===== src/rtl/bus2st_lanes.sv =====
// Bus-to-stream unpacker: slices BUS_W-bit bus words into ST-bit samples and
// emits LANES samples per beat on a valid/ready stream with sop/eop/keep.
module bus2st_lanes #(
  parameter int BUS_W   = 512,
  parameter int ST      = 12,
  parameter int LANES   = 1,
  parameter int MAX_PKT = 6144
) (
  input  logic                           clk,
  input  logic                           rst,
  input  logic [BUS_W-1:0]               bus_data,
  input  logic                           bus_valid,
  output logic                           bus_ready,
  input  logic [$clog2(MAX_PKT+1)-1:0]   cfg_pkt_len,
  output logic [LANES*ST-1:0]            st_data,
  output logic                           st_valid,
  input  logic                           st_ready,
  output logic                           st_sop,
  output logic                           st_eop,
  output logic [LANES-1:0]               st_keep,
  output logic                           pkt_done,
  output logic [15:0]                    pkt_cnt,
  output logic                           err_len
);

  localparam int SPB = BUS_W / ST;
  localparam int LW  = $clog2(MAX_PKT + 1);
  localparam int WW  = $clog2(SPB + 1);

  if ((BUS_W / ST) % LANES != 0) begin : g_bad_lanes
    $error("bus2st_lanes: samples per bus word must be a multiple of LANES");
  end

  typedef enum logic {EMPTY, ACTIVE} state_t;

  state_t            state_q, state_d;
  logic [BUS_W-1:0]  hold_q, hold_d;
  logic [WW-1:0]     widx_q, widx_d;
  logic [LW-1:0]     scnt_q, scnt_d;
  logic [LW-1:0]     len_q, len_d;
  logic              open_q, open_d;
  logic              done_q, done_d;
  logic              err_q, err_d;
  logic [15:0]       cnt_q, cnt_d;

  logic              active;
  logic [LW:0]       scnt_nx;
  logic              eop_beat;
  logic              last_word;
  logic              beat_hs;
  logic              word_acc;
  logic              cfg_zero;
  logic              cfg_big;

  assign active    = (state_q == ACTIVE);
  assign scnt_nx   = (LW+1)'(scnt_q) + (LW+1)'(LANES);
  assign eop_beat  = (scnt_nx >= (LW+1)'(len_q));
  assign last_word = ((widx_q + WW'(LANES)) == WW'(SPB)) || eop_beat;
  assign beat_hs   = active && st_ready;
  assign bus_ready = !rst && (!active || (st_ready && last_word));
  assign word_acc  = bus_valid && bus_ready;
  assign cfg_zero  = (cfg_pkt_len == '0);
  assign cfg_big   = (cfg_pkt_len > LW'(MAX_PKT));

  always_ff @(posedge clk) begin
    if (rst) begin
      state_q <= EMPTY;
      hold_q  <= '0;
      widx_q  <= '0;
      scnt_q  <= '0;
      len_q   <= '0;
      open_q  <= 1'b0;
      done_q  <= 1'b0;
      err_q   <= 1'b0;
      cnt_q   <= '0;
    end else begin
      state_q <= state_d;
      hold_q  <= hold_d;
      widx_q  <= widx_d;
      scnt_q  <= scnt_d;
      len_q   <= len_d;
      open_q  <= open_d;
      done_q  <= done_d;
      err_q   <= err_d;
      cnt_q   <= cnt_d;
    end
  end

  always_comb begin
    state_d = state_q;
    hold_d  = hold_q;
    widx_d  = widx_q;
    scnt_d  = scnt_q;
    len_d   = len_q;
    open_d  = open_q;
    done_d  = 1'b0;
    err_d   = 1'b0;
    cnt_d   = cnt_q;

    if (beat_hs) begin
      scnt_d = scnt_nx[LW-1:0];
      widx_d = widx_q + WW'(LANES);
      if (eop_beat) begin
        done_d = 1'b1;
        cnt_d  = cnt_q + 16'd1;
        open_d = 1'b0;
      end
      if (last_word) state_d = EMPTY;
    end

    if (word_acc) begin
      hold_d  = bus_data;
      widx_d  = '0;
      state_d = ACTIVE;
      // open_d already reflects an eop closing the packet in this same cycle
      if (!open_d) begin
        err_d  = cfg_zero || cfg_big;
        scnt_d = '0;
        len_d  = cfg_big ? LW'(MAX_PKT) : cfg_pkt_len;
        if (cfg_zero) state_d = EMPTY;
        else          open_d  = 1'b1;
      end
    end
  end

  always_comb begin
    st_data = '0;
    st_keep = '0;
    if (active) begin
      for (int unsigned j = 0; j < LANES; j++) begin
        st_data[j*ST +: ST] = hold_q[(32'(widx_q) + j)*ST +: ST];
        st_keep[j]          = ((LW+1)'(scnt_q) + (LW+1)'(j)) < (LW+1)'(len_q);
      end
    end
  end

  assign st_valid = active;
  assign st_sop   = active && (scnt_q == '0);
  assign st_eop   = active && eop_beat;
  assign pkt_done = done_q;
  assign pkt_cnt  = cnt_q;
  assign err_len  = err_q;

endmodule


===== config.mk =====
export PLATFORM = sky130hd
export DESIGN_NAME = bus2st_lanes
export DESIGN_NICKNAME = d
export VERILOG_FILES = /design/src/rtl/bus2st_lanes.sv
export SDC_FILE = /design/constraint.sdc
export NUM_CORES = 1
export LEC_CHECK = 0
export BUFFER_PORTS_ARGS = -buffer_cell sky130_fd_sc_hd__buf_2
export CAP_MARGIN = 20
export CORE_MARGIN = 5
export CORE_UTILIZATION = 50
export CTS_CLUSTER_SIZE = 30
export DETAILED_ROUTE_END_ITERATION = 12
export GPL_TIMING_DRIVEN = 0
export PLACE_DENSITY = 0.75
export SLEW_MARGIN = 20
export SYNTH_ARGS = -nofsm -noshare
export SYNTH_HDL_FRONTEND = slang
export SYNTH_SLANG_ARGS = --single-unit

===== constraint.sdc =====
create_clock -name clk -period 8.8 [get_ports clk]
set_input_delay 1.76 -clock clk [delete_from_list [all_inputs] [get_ports clk]]
set_output_delay 1.76 -clock clk [all_outputs]
set_load 0.05 [all_outputs]

; ---- Yosys cells after proc, flatten, opt, wreduce, memory -nomap -nowiden
; Index checks and enable logic that the tools add are counted.
[totals]
regBits = 564
output_inout_bits = 35
elab_cells = 57
[op_classes]
n_addsub = 3
n_mul = 1
n_lt_le_gt_ge = 3
n_eq_ne = 1
n_shift = 1
muxes = 15
n_bitwise = 3
n_reduce_logical = 21
[ops]
columns = op, count
row1 = 512-bit by 11-bit indexed part select with 12-bit output, 1
row2 = 13-bit two-way mux, 4
row3 = 13-bit zero test, 2
row4 = "16-bit by 1-bit adder with 16-bit output, second input constant", 1
row5 = "13-bit by 1-bit adder with 14-bit output, second input constant", 1
row6 = 14-bit by 13-bit greater-or-equal comparator with 1-bit output, 1
row7 = "13-bit > comparator, second input constant", 1
row8 = 13-bit < comparator, 1
row9 = 12-bit two-way mux, 1
row10 = 1-bit two-way mux, 10
row11 = "6-bit by 2-bit multiplier with 8-bit output, second input constant", 1
row12 = "6-bit by 1-bit adder with 6-bit output, second input constant", 1
row13 = "6-bit == test, second input constant", 1
row14 = 1-bit logical AND, 6
row15 = 2-bit AND reduction, 3
row16 = 2-bit nonzero test, 2
row17 = 2-bit OR reduction, 2
row18 = 1-bit logical OR, 3
row19 = 1-bit NOT, 3
row20 = 3-bit OR reduction, 1
row21 = 1-bit zero test, 2

; ---- Logic depth before layout (Yosys ltp)
[logic_depth]
depth_word = 9
mapped_depth = 16
mapped_depth_nobuf = 13

; ---- Least setup slack after synthesis
; OpenSTA, ideal clock, no wires.
[synth_path]
path_type = register -> output
from = reg scnt_q[0]
to = out bus_ready
arrival_ps = 3477
slack_ps = 3563
stages_incl_launch_ff = 15
path_buffers = 1
cell_sequence = dfxtp_1 ha_1 nand3_1 nor2_1 nand3_1 nor2_1 xor2_1 ha_1 nand4_1 a211o_1 a31o_2 clkbuf_1 and2_1 a31oi_1 nor2b_1
[synth_via]
elab_chain_len = 6
[synth_lines]
columns = item, line_no
row1 = from (decl), 39  ; logic [LW-1:0] scnt_q, scnt_d;
row2 = from (signal assigned), 80  ; scnt_q <= scnt_d;
row3 = 13-bit by 1-bit adder with 14-bit output, 56  ; assign scnt_nx = (LW+1)'(scnt_q) + (LW+1)'(LANES);
row4 = 14-bit by 13-bit greater-or-equal comparator with 1-bit output, 57  ; assign eop_beat = (scnt_nx >= (LW+1)'(len_q));
row5 = 1-bit logical OR, 58  ; assign last_word = ((widx_q + WW'(LANES)) == WW'(SPB)) || eop_beat;
row6 = 1-bit logical AND, 60  ; assign bus_ready = !rst && (!active || (st_ready && last_word));
row7 = 1-bit logical OR, 60
row8 = 1-bit logical AND, 60
row9 = to (decl), 13  ; output logic bus_ready,
; Every way passes these cells.

; ---- Worst setup path in the final report
; Ends and elaborated chain as after synthesis.

==> results.yml <==
timing:
  tightest_slew_ns: 1.06
  final_hold_viol_count: 0
  skew_ns: 0.0157
  fin_ws_ns: 2.58
  slew_viol_final: 0
  clock.fmax_mhz: 161
  setup_viol: 0
  min_period_over_period_pct: 70.7
  finalCriticalPeriod_ns: 6.22
  slew_headroom_pct: 29.6
  rsz0062_at_grt: "no"
  tns_ns: 0
logic_synthesis:
  synth.distinct_cells: 58
  ys.flop_type: "dfxtp_1"
  syn_nets: 3562
  syn_avg_cell_area_um2: 8.36
  yosys_register_bits: 564
  seq_area_frac_synth_pct: 45.0
  synthArstFlopShare_pct: 0
  netlist_area_um2: 25100
  synth_enable_flop_cells: 0
  yosysWarnings: 0
  synth_cells: 3002
detailed_routing:
  vias: 24500
  avgViaCountPerCell: 5.64
  ant_nets: 0
  drc: 0
  first_pass_iters: 5
  route.final.wire_length_um: 97100
  wire_per_inst_um: 22.4
  drt_iter0_markers: 2357
run_status:
  status: "finished clean"
worst_hold_path:
  holdCritPathClass: "reg -> reg"
  min-delay-start: "hold_q[170]"
cts:
  clock-root-buffer: "clkbuf_16"
  ctsHoldBuffers: 0
  clock_path_buffers: 3
  clk_pin_slew_ns: 0.06
  cts_buffers: 57
  h-tree-depth: 2
  clock_sinks: 564
  cts_setup_buffers: 0
  ctsResizeCount: 0
  cts_tree: "done"
  insertion_delay_ns: 0.62
floorplanning:
  rows: 82
  die_width_um: 234
  core-area_um2: 49900
  die_h_um: 234
  initial_core_util_pct: 50.3
  die_area_um2: 54800
  ioPinCount: 564
power:
  power.share.clock_pct: 35.9
  swShare_pct: 30.7
  switching_power_mw: 2.12
  power.total_mw: 6.92
  cellInternalPower_mw: 4.79
  p_seq_share_pct: 42.6
  peakVddDrop_uv: 179
  power_frac_comb_pct: 21.5
  leakage_nw: 12.1
  p_per_area_nw_per_um2: 226
worst_setup_path:
  critPathArrivalTime_ns: 4.46
  r2r_start: "scnt_q[0]"
  startpoint: "scnt_q[0]"
  path_class: "reg -> out"
  reg2reg_setup_slack_ns: 4.45
  r2r_cells: 16
  critical_path.endpoint: "bus_ready"
  cp-start-kind: "flop"
  cp.required_ns: 7.04
  critPathCaptureType: "output port"
  worstReg2RegEnd: "hold_q[189]"
  cp_max_fo: 10
global_route:
  grt_antenna_before_repair: 9
  grt_pass1_wl_um: 138000
  grt_overflow: 0
  grt_pass1_vias: 23000
  grt_max_degree: 15
  grt_use_total_pct: 33.6
final_layout:
  post-route-util_pct: 61.5
  nNetsFinal: 4183
  area_growth_pct: 22.2
  drive_above_1_share_pct: 24.5
  final_cells: 4342
place:
  dp.cells: 4236
  dp_slack_ns: 3.22
  hpwl_um: 76400
  port_buffers: 562
  gp_congestion: 1.02
job:
  drv_cap: 0
cell families (layout without fill, tap and decap cells):
kind of cell	Yosys count	after routing	share of synthesized area (%)
mux	205	205	13.0
buf+inv	277	940	5.63
fa+ha+maj	31	31	1.55
xor+xnor	39	39	1.36
flops	564	564	45.0
compound gates	662	662	14.4
simple gates	1224	1224	19.2
other cells	0	5	0
metrics by stage:
stage,hold slack [ns],cell area [um^2]
after floorplan,0.433,25100
after global placement,0.439,28800
after detailed placement,0.443,28800
after CTS,0.452,30600
after global routing,0.463,30700
final,0.451,30700
sequential cells by signal, indices dropped and copies added, names as in the netlist, 6 cells and up:
register	cells
hold_q	512
len_q	13
pkt_cnt	16
scnt_q	13
widx_q	6
worst max-delay path, stage by stage, from the launching register on:
cell and delay (ns):
dfxtp_1 0.43, ha_1 0.25, nand3_1 0.15, nor2_1 0.33, nand3_1 0.26, nor2_1 0.17, xor2_1 0.08, ha_1 0.31
nand4_1 0.16, a211o_1 0.27, a31o_2 0.27, clkbuf_1 0.22, and2_1 0.23, a31oi_1 0.24, nor2b_1 0.20, buf_2 0.29
area by class of cell:
cell class,count,area [um^2]
fill,4567,19200
multi-input combinational,2161,12400
sequential,564,11300
timing repair buffer,562,2810
clock buffer,82,1680
buffer,244,1290
tap,672,841
clock inverter,19,213
inverter,33,124
antenna,5,12.5
worst min path at each step:
stage	end	slack [ns]	cells after the start
finish	hold_q[170]	0.45	2
global route	hold_q[227]	0.46	2
CTS	hold_q[364]	0.45	2
detailed placement	hold_q[24]	0.44	2
global placement	hold_q[278]	0.44	2
floorplan	hold_q[168]	0.43	2
layer usage:
metal  up-vias  track usage (%)  wire length (um)
li1      11400                -                 -
met1     11700             44.5             39000
met2      1199             55.6             46000
met3       200             5.58              8250
met4         8             12.5              3830
met5         -                0                35
Yosys cell counts (24+ instances only):
master | n | area share (%)
a21oi_1 | 537 | 11
mux4_2 | 96 | 8.6
xnor2_1 | 24 | 0.84
inv_1 | 33 | 0.49
nand2_1 | 1085 | 16
dfxtp_1 | 564 | 45
clkbuf_1 | 95 | 1.4
mux2i_1 | 107 | 4.3
nor2_1 | 35 | 0.52
nand3_1 | 29 | 0.58
ha_1 | 31 | 1.5
o21ai_0 | 28 | 0.56
buf_4 | 36 | 1.1
buf_2 | 82 | 1.6
o22ai_1 | 24 | 0.60
cells in the final DEF, fill, tap and decap left out, drive strengths merged, types with 3 or more instances in the layout:
master,n
nor3,18
inv,33
dfxtp,564
clkbuf,178
o2bb2ai,9
a211oi,18
a41o,3
nand4,8
nor2b,12
xor2,15
a21oi,537
ha,31
a2111oi,6
nand2b,14
xnor2,24
o221ai,12
bufinv,4
nor4,6
and3,4
mux4,96
buf,710
a31o,3
nand3,29
mux2i,107
nand2,1086
nor2,36
and2,4
a31oi,4
o211ai,3
diode,5
o21ai,28
o22ai,24
clkinv,14
power groups by stage:
stage / registers [mW] / clock network (mW) / logic [mW]
floorplan: 2.95 / 0 / 0.937
global placement: 2.99 / 0 / 1.44
detailed placement: 3.00 / 0 / 1.46
CTS: 2.94 / 2.48 / 1.46
global route: 2.97 / 2.60 / 1.60
finish: 2.95 / 2.48 / 1.49
No activity file was read; power rests on OpenSTA's default activity.
